==> src/rtl/pulse_swallow_ctrl_pkg.sv <==
// Shared width default and controller state encoding for the pulse-swallow divider.
package pulse_swallow_ctrl_pkg;

    localparam int PSC_W = 8;

    typedef enum logic [1:0] {
        IDLE    = 2'd0,
        SWALLOW = 2'd1,
        NORMAL  = 2'd2
    } psc_state_e;

endpackage

==> src/rtl/pulse_swallow_ctrl_load_down_counter.sv <==
// W-bit down counter with synchronous load; holds at zero and flags it.
module load_down_counter
    import pulse_swallow_ctrl_pkg::*;
#(
    parameter int W = PSC_W
) (
    input  logic         clk_i,
    input  logic         rst_ni,
    input  logic         load_i,
    input  logic [W-1:0] load_val_i,
    input  logic         dec_i,
    output logic [W-1:0] cnt_o,
    output logic         zero_o
);

    logic [W-1:0] cnt_q;
    logic [W-1:0] cnt_d;

    always_comb begin
        cnt_d = cnt_q;
        if (load_i) begin
            cnt_d = load_val_i;
        end else if (dec_i && (cnt_q != '0)) begin
            cnt_d = cnt_q - W'(1);
        end
    end

    always_ff @(posedge clk_i) begin
        if (!rst_ni) begin
            cnt_q <= '0;
        end else begin
            cnt_q <= cnt_d;
        end
    end

    assign cnt_o  = cnt_q;
    assign zero_o = (cnt_q == '0);

endmodule

==> src/rtl/pulse_swallow_ctrl.sv <==
// Pulse-swallow controller for a 2/3 dual-modulus prescaler: N = 2*P + min(S, P).
module pulse_swallow_ctrl
    import pulse_swallow_ctrl_pkg::*;
#(
    parameter int W = PSC_W
) (
    input  logic         clk_in,
    input  logic         rst_n,
    input  logic [W-1:0] p_val,
    input  logic [W-1:0] s_val,
    input  logic         load,
    output logic         mod,
    output logic         div_out
);

    psc_state_e   state_q, state_d;
    logic [W-1:0] p_act_q, p_act_d;
    logic [W-1:0] s_act_q, s_act_d;
    logic [W-1:0] p_sh_q, s_sh_q;
    logic [W-1:0] p_new, s_new;
    logic [W-1:0] src_p, src_s, s_eff;
    logic [W-1:0] cnt_q, scnt_q;
    logic [W-1:0] cnt_ld_val, scnt_ld_val;
    logic         cnt_zero, scnt_zero;
    logic         ctr_ld, ctr_dec, start;

    // A load coinciding with a wrap or idle edge bypasses the shadow registers.
    assign p_new = load ? p_val : p_sh_q;
    assign s_new = load ? s_val : s_sh_q;

    always_comb begin
        state_d     = state_q;
        p_act_d     = p_act_q;
        s_act_d     = s_act_q;
        src_p       = '0;
        src_s       = '0;
        s_eff       = '0;
        start       = 1'b0;
        ctr_ld      = 1'b0;
        ctr_dec     = 1'b0;
        cnt_ld_val  = '0;
        scnt_ld_val = '0;
        case (state_q)
            IDLE: begin
                if (p_act_q != '0) begin
                    start = 1'b1;
                    src_p = p_act_q;
                    src_s = s_act_q;
                end else begin
                    p_act_d = p_new;
                    s_act_d = s_new;
                end
            end
            SWALLOW, NORMAL: begin
                if (cnt_zero) begin
                    p_act_d = p_new;
                    s_act_d = s_new;
                    if (p_new == '0) begin
                        state_d = IDLE;
                        ctr_ld  = 1'b1;
                    end else begin
                        start = 1'b1;
                        src_p = p_new;
                        src_s = s_new;
                    end
                end else begin
                    ctr_dec = 1'b1;
                    if ((state_q == SWALLOW) && ((scnt_q == W'(1)) || scnt_zero)) begin
                        state_d = NORMAL;
                    end
                end
            end
            default: begin
                state_d = IDLE;
                ctr_ld  = 1'b1;
            end
        endcase
        // Period start: cnt counts P-1 down to the div_out cycle, scnt the divide-by-3 cycles.
        if (start) begin
            s_eff       = (src_s > src_p) ? src_p : src_s;
            ctr_ld      = 1'b1;
            cnt_ld_val  = src_p - W'(1);
            scnt_ld_val = s_eff;
            state_d     = (s_eff != '0) ? SWALLOW : NORMAL;
        end
    end

    always_ff @(posedge clk_in) begin
        if (!rst_n) begin
            state_q <= IDLE;
            p_act_q <= '0;
            s_act_q <= '0;
            p_sh_q  <= '0;
            s_sh_q  <= '0;
        end else begin
            state_q <= state_d;
            p_act_q <= p_act_d;
            s_act_q <= s_act_d;
            if (load) begin
                p_sh_q <= p_val;
                s_sh_q <= s_val;
            end
        end
    end

    load_down_counter #(.W(W)) u_cnt (
        .clk_i      (clk_in),
        .rst_ni     (rst_n),
        .load_i     (ctr_ld),
        .load_val_i (cnt_ld_val),
        .dec_i      (ctr_dec),
        .cnt_o      (cnt_q),
        .zero_o     (cnt_zero)
    );

    load_down_counter #(.W(W)) u_scnt (
        .clk_i      (clk_in),
        .rst_ni     (rst_n),
        .load_i     (ctr_ld),
        .load_val_i (scnt_ld_val),
        .dec_i      (ctr_dec),
        .cnt_o      (scnt_q),
        .zero_o     (scnt_zero)
    );

    assign mod     = (state_q == SWALLOW);
    assign div_out = (state_q != IDLE) && cnt_zero;

endmodule

==> config.mk <==
export PLATFORM = sky130hd
export DESIGN_NAME = pulse_swallow_ctrl
export DESIGN_NICKNAME = d
export VERILOG_FILES = /design/src/rtl/pulse_swallow_ctrl_pkg.sv /design/src/rtl/pulse_swallow_ctrl_load_down_counter.sv /design/src/rtl/pulse_swallow_ctrl.sv
export SDC_FILE = /design/constraint.sdc
export NUM_CORES = 1
export LEC_CHECK = 0
export ABC_CLOCK_PERIOD_IN_PS = 4400
export BUFFER_PORTS_ARGS = -buffer_cell sky130_fd_sc_hd__clkbuf_2
export CAP_MARGIN = 20
export CORE_UTILIZATION = 61
export CTS_CLUSTER_DIAMETER = 100
export CTS_CLUSTER_SIZE = 16
export DETAILED_ROUTE_END_ITERATION = 7
export HOLD_SLACK_MARGIN = 0.12
export PLACE_DENSITY_LB_ADDON = 0.1
export RECOVER_POWER = 100
export SYNTH_ARGS = -nofsm -noshare
export SYNTH_HDL_FRONTEND = slang
export SYNTH_SLANG_ARGS = --single-unit
==> constraint.sdc <==
create_clock -name clk_in -period 4.4 [get_ports clk_in]
set_clock_uncertainty 0.2 [all_clocks]
set_input_delay 0.22 -clock clk_in [delete_from_list [all_inputs] [get_ports clk_in]]
set_output_delay 0.22 -clock clk_in [all_outputs]
set_load 0.01 [all_outputs]
# ---- Word-level counts from Yosys, hierarchy flattened
# Index checks and enable logic that the tools add are counted.
# W data, S select, Z words.
dict set report totals {
  n_memories 0
  word_cells 78
  input_bits 19
  latch_bits 0
  ramBits 0
  output_inout_bits 2
  mem_bits_ro 0
  ff_bits 50
}
dict set report classes {
  n_eq_ne 8
  n_mux 39
  n_lt_le_gt_ge 1
  reduce_logical 20
  div 0
  addsub 3
  multipliers 0
  n_shift 0
  n_bitwise 0
}
# cell n
set op_table {}
lappend op_table {{$mux W8} 19}
lappend op_table {{$pmux W8 S2} 4}
lappend op_table {{$reduce_bool A8 Y1} 4}
lappend op_table {{$logic_not A8 Y1} 3}
lappend op_table {{$sub A8 B1 Y8 const B} 3}
lappend op_table {{$mux W2} 5}
lappend op_table {{$eq A8 B1 Y1 const B} 1}
lappend op_table {{$gt A8 B8 Y1} 1}
lappend op_table {{$mux W1} 8}
lappend op_table {{$ne A4 B4 Y1 const B} 2}
lappend op_table {{$reduce_bool A2 Y1} 4}
lappend op_table {{$ne A2 B2 Y1 const B} 3}
lappend op_table {{$reduce_and A3 Y1} 2}
lappend op_table {{$logic_and A1 B1 Y1} 4}
lappend op_table {{$pmux W1 S2} 2}
lappend op_table {{$pmux W2 S2} 1}
lappend op_table {{$eq A2 B1 Y1 const B} 1}
lappend op_table {{$eq A2 B2 Y1 const B} 1}
lappend op_table {{$logic_not A2 Y1} 1}
lappend op_table {{$reduce_or A2 Y1} 1}
lappend op_table {{$logic_or A1 B1 Y1} 1}

# ---- Logic depth before layout (Yosys ltp)
dict set report depth {
  word_depth 10
  mapped_depth 19
  ltp_nobuf 15
}

# ---- Cells and area by module
# A second synthesis with hierarchy kept.
dict set report hier_totals {
  hier_cells 368
  area_unflattened_um2 3200.6
}
# mod seq_area_each_um2 cells_per_inst area_each_um2 instances
set by_module_without_submodules {}
lappend by_module_without_submodules {pulse_swallow_ctrl 680.7 252 2184.6 1}
lappend by_module_without_submodules {load_down_counter 160.2 58 508.0 2}

# ---- Worst setup path before layout
# No wires, ideal clock.
dict set report synth_path {
  kind {reg-to-reg}
  from {register state_q[0]}
  to {register u_scnt.cnt_q[4], in the netlist u_scnt.cnt_o[4]}
  slack_ns 0.657
  path_stages_with_launch 20
  required_ns 4.079
  n_path_buf 4
  t_arrival_ns 3.422
  synth_period_minus_slack_ns 3.743
  setup_time_ns 0.121
  path_cell_list {dfxtp_1 -> inv_1 -> ha_1 -> buf_2 -> nor2b_1 -> clkbuf_2 -> a21boi_0 -> buf_4 -> nand2_1 -> o31a_1 -> inv_1 -> ha_1 -> a21o_1 -> a21oi_1 -> a21oi_1 -> o22ai_1 -> clkbuf_1 -> mux2_2 -> a22oi_1 -> a21oi_1}
}
dict set report synth_between {
  elab_chain_len 7
  word_cells_on_any_way 16
  cone_classes {order compare: 1; eq/ne: 2; mux: 9; reduce/logical: 4}
}
# element line
set synth_lines {}
lappend synth_lines {{start: declaration} pulse_swallow_ctrl.sv:16} ;# psc_state_e state_q, state_d;
lappend synth_lines {{start signal: assignment} pulse_swallow_ctrl.sv:96} ;# state_q <= state_d;
lappend synth_lines {{$eq A2 B1 Y1 or $eq A2 B2 Y1 (tied branches)} pulse_swallow_ctrl.sv:43} ;# case (state_q)
lappend synth_lines {{$reduce_or A2 Y1} pulse_swallow_ctrl.sv:43}
lappend synth_lines {{$pmux W8 S2} pulse_swallow_ctrl.sv:43}
lappend synth_lines {{$gt A8 B8 Y1} pulse_swallow_ctrl.sv:80} ;# s_eff = (src_s > src_p) ? src_p : src_s;
lappend synth_lines {{$mux W8} pulse_swallow_ctrl.sv:80}
lappend synth_lines {{$mux W8} pulse_swallow_ctrl.sv:79} ;# if (start) begin
lappend synth_lines {{$mux W8} pulse_swallow_ctrl_load_down_counter.sv:21} ;# if (load_i) begin
lappend synth_lines {{end signal: assignment} pulse_swallow_ctrl_load_down_counter.sv:32} ;# cnt_q <= cnt_d;
lappend synth_lines {{end: declaration} pulse_swallow_ctrl_load_down_counter.sv:16} ;# logic [W-1:0] cnt_q;
# Parallel ways exist; a longest one is shown, timed or not.
# A chain may end at the register's enable or synchronous reset.

# ---- Worst setup path in the final report
# Same ends and word-level chain as after synthesis.

==> impl_metrics.csv <==
group,metric,value,unit
final_layout,utilization,72.1,%
drt,drc_errors,0,
logic_synthesis,synth.distinct_cells,65,
drt,dr.pass1.iters,4,
floorplanning,die_x,73.3,microns
global_routing,grt_overflow_total,0,
logic_synthesis,synth_nets,399,
clock_tree,clk_path_buf_depth,2,
global_routing,busiest_layer,"met2",
clock_tree,cts_resized,0,
logic_synthesis,syn-cell-area,0.00310,sq mm
timing,fin_crit_sh,89.6,%
final_layout,final_nets,433,
critical_path,worstPathArrival,3.94,ns
floorplanning,die_area,0.00537,sq mm
min_path,hold_path_class,"in -> reg",
final_layout,area_growth,11.9,%
logic_synthesis,ys_seq_area_share,32.3,%
global_routing,first_global_vias,2610,
final_layout,multi_input_area,0.00191,sq mm
global_routing,grtUsageMet3,4.66,%
timing,slew_headroom,6.48,%
critical_path,crit_path_max_fanout,12,
global_routing,antenna_found_initial,0,
timing,fin_tns_setup,0,ns
power_and_ir_drop,power_density,831,mW/mm^2
final_layout,register_area,0.00100,sq mm
critical_path,endpoint_kind,"flop",
logic_synthesis,synth_area_per_cell,8.57,sq um
timing,max_freq,0.254,GHz
final_layout,design_area,0.00347,sq mm
clock_tree,ctsHoldBuffers,15,
place,post-place-ws,0.584,ns
timing,report.final.slew_viol_count,0,
timing,hold_violations,0,
final_layout,fillCellCount,410,
clock_tree,ctsRootBufferMaster,"clkbuf_8",
final_layout,final_cell_mix,"dfxtp_1 (50), nor2_1 (49), nand2_1 (28)",
drt,vias_per_cell,6.02,
global_routing,grt_use_total,29.9,%
power_and_ir_drop,finalPower,2890,uW
critical_path,crit_type,"reg -> reg",
critical_path,cp-start-kind,"flop",
logic_synthesis,synth_area_leader_cell,"dfxtp_1",
place,port-buffer-count,20,
logic_synthesis,yosys_warnings,0,
drt,finalWirelength,7380,microns
final_layout,final_common_cell,"dfxtp_1",
drt,wl_per_cell,15.9,microns
timing,fin_crit,3.94,ns
flow_run,cap_violations,0,
final_layout,antenna_cells,0,
clock_tree,tritoncts,"done",
logic_synthesis,synthTopCellsByArea,"dfxtp_1 (32%), ha_1 (7.3%), mux2i_1 (6.8%)",
power_and_ir_drop,p_int,1490,uW
floorplanning,start_util,64.4,%
clock_tree,clkSinkCount,50,
timing,rsz0062_at_grt,"no",
timing,worst_pin_slew,1.40,ns
global_routing,grtUsageMet2,48.9,%
power_and_ir_drop,p_leak,0.00145,uW
critical_path,cp.required,4.39,ns
floorplanning,die_h,73.3,microns
logic_synthesis,synth_cells,362,
power_and_ir_drop,peakVddDrop,650,uV
power_and_ir_drop,p_seq_share,23.5,%
timing,fin_ws,0.456,ns
clock_tree,cts_setup_buffers,0,
clock_tree,path_clk_slew,0.10,ns
power_and_ir_drop,switchingPower,1390,uW
power_and_ir_drop,comb_power_share,66.5,%
clock_tree,cts-buffers-inserted,5,
drt,ant_nets,0,
floorplanning,ios,21,
final_layout,drive_gt1_share,14.4,%
timing,setup-violations-final,0,
floorplanning,rows,25,
clock_tree,clk_latency,0.31,ns
place,place_congestion,0.974,
drt,dr.first_iter.drc_count,206,
power_and_ir_drop,p_clk_share,10.0,%
logic_synthesis,synth_top_area_share,32.3,%
place,placed_area,0.00325,sq mm
critical_path,worst-r2r-setup-slack,0.46,ns
drt,vias,2795,
global_routing,grt_max_degree,38,
logic_synthesis,ys_ff_latch,50,
place,hpwlAfterDp,5320,microns
clock_tree,h-tree-depth,2,
outcome,status,"finished clean",
floorplanning,core,0.00482,sq mm
power_and_ir_drop,swShare,48.3,%
global_routing,gr-usage-met1,41.1,%
global_routing,grt_pass1_wl,12500,microns
cell usage after synthesis, drive strengths merged:
| cell type | number |
|---|---|
| dfxtp | 50 |
| nor2 | 49 |
| nand2 | 28 |
| a21oi | 24 |
| a211oi | 21 |
| mux2i | 21 |
| inv | 20 |
| ha | 18 |
| o21ai | 18 |
| buf | 11 |
| nand3 | 10 |
| nor4 | 8 |
| clkbuf | 6 |
| nand4 | 6 |
| nor3 | 6 |
| o221a | 6 |
| a22oi | 4 |
| and3 | 4 |
| o211ai | 4 |
| o31ai | 4 |
| a2bb2oi | 3 |
| a31oi | 3 |
| mux2 | 3 |
| o21a | 3 |
| xnor2 | 3 |
| a21boi | 2 |
| nand2b | 2 |
| nand4b | 2 |
| nor2b | 2 |
| nor3b | 2 |
| o211a | 2 |
| o31a | 2 |
| or2 | 2 |
| xor2 | 2 |
| a211o | 1 |
| a21o | 1 |
| a32oi | 1 |
| and2 | 1 |
| and4 | 1 |
| nand3b | 1 |
| nor4b | 1 |
| o2111a | 1 |
| o2111ai | 1 |
| o22ai | 1 |
| o2bb2ai | 1 |
per-layer routing:
layer  wire (microns)  vias up
li1                 -     1388
met1             3490     1316
met2             3400       77
met3              385       14
met4               96        0
met5                0        -
state kept, by name, summed over array words and instances, names as in the netlist:
register / cells
p_act_q: 8
s_sh_q: 8
p_sh_q: 8
state_q: 2
u_cnt.cnt_o: 8
s_act_q: 8
u_scnt.cnt_o: 8
critical path: stages (launching register included):
cell and delay, ns:
dfxtp_1 0.34, ha_1 0.32, nor2b_1 0.14, buf_4 0.16
a21boi_0 0.18, clkbuf_1 0.51, nand2_1 0.12, o31a_1 0.14
inv_1 0.06, ha_1 0.25, a21o_1 0.16, a21oi_1 0.14
a21oi_1 0.09, o22ai_1 0.18, buf_4 0.22, mux2_1 0.36
o21ai_0 0.17, a21oi_1 0.09
cell type report:
type | count | share of cell area, %
clock buffer | 6 | 2.38
clock inverter | 2 | 0.505
inverter | 20 | 2.16
multi-input combinational | 275 | 54.9
sequential | 50 | 28.8
tap | 67 | 2.42
timing repair buffer | 44 | 8.76
final timing paths:
check,startpoint,to,cells past startpoint
worst max-delay path,state_q[0],u_scnt.cnt_o[4],17
worst min-delay path,p_val[2],p_sh_q[2],3
worst max register to register,state_q[0],u_scnt.cnt_o[4],17
worst min register to register,u_scnt.cnt_o[5],u_scnt.cnt_o[5],2
power groups by stage:
stage / Combinational (uW) / Clock [uW] / Sequential (uW)
global route: 2110 / 310 / 692
floorplan: 1560 / 0 / 658
CTS: 1910 / 290 / 674
global placement: 1870 / 0 / 681
finish: 1920 / 290 / 677
detailed placement: 1900 / 0 / 684
metrics by stage:
stage / std cells / hold slack, ns
4_1_cts: 464 / 0.125
3_3_place_gp: 441 / 0.274
5_1_grt: 464 / 0.109
2_1_floorplan: 362 / 0.220
3_5_place_dp: 441 / 0.277
6_report: 464 / 0.122
logic make-up after synthesis:
group           share of synthesized area, %
xor+xnor                                1.41
compound gates                          25.0
simple gates                            20.4
fa+ha+maj                               7.26
flops                                   32.3
mux                                     7.87
buf+inv                                 5.85
Power figures use the tool's default switching activity.
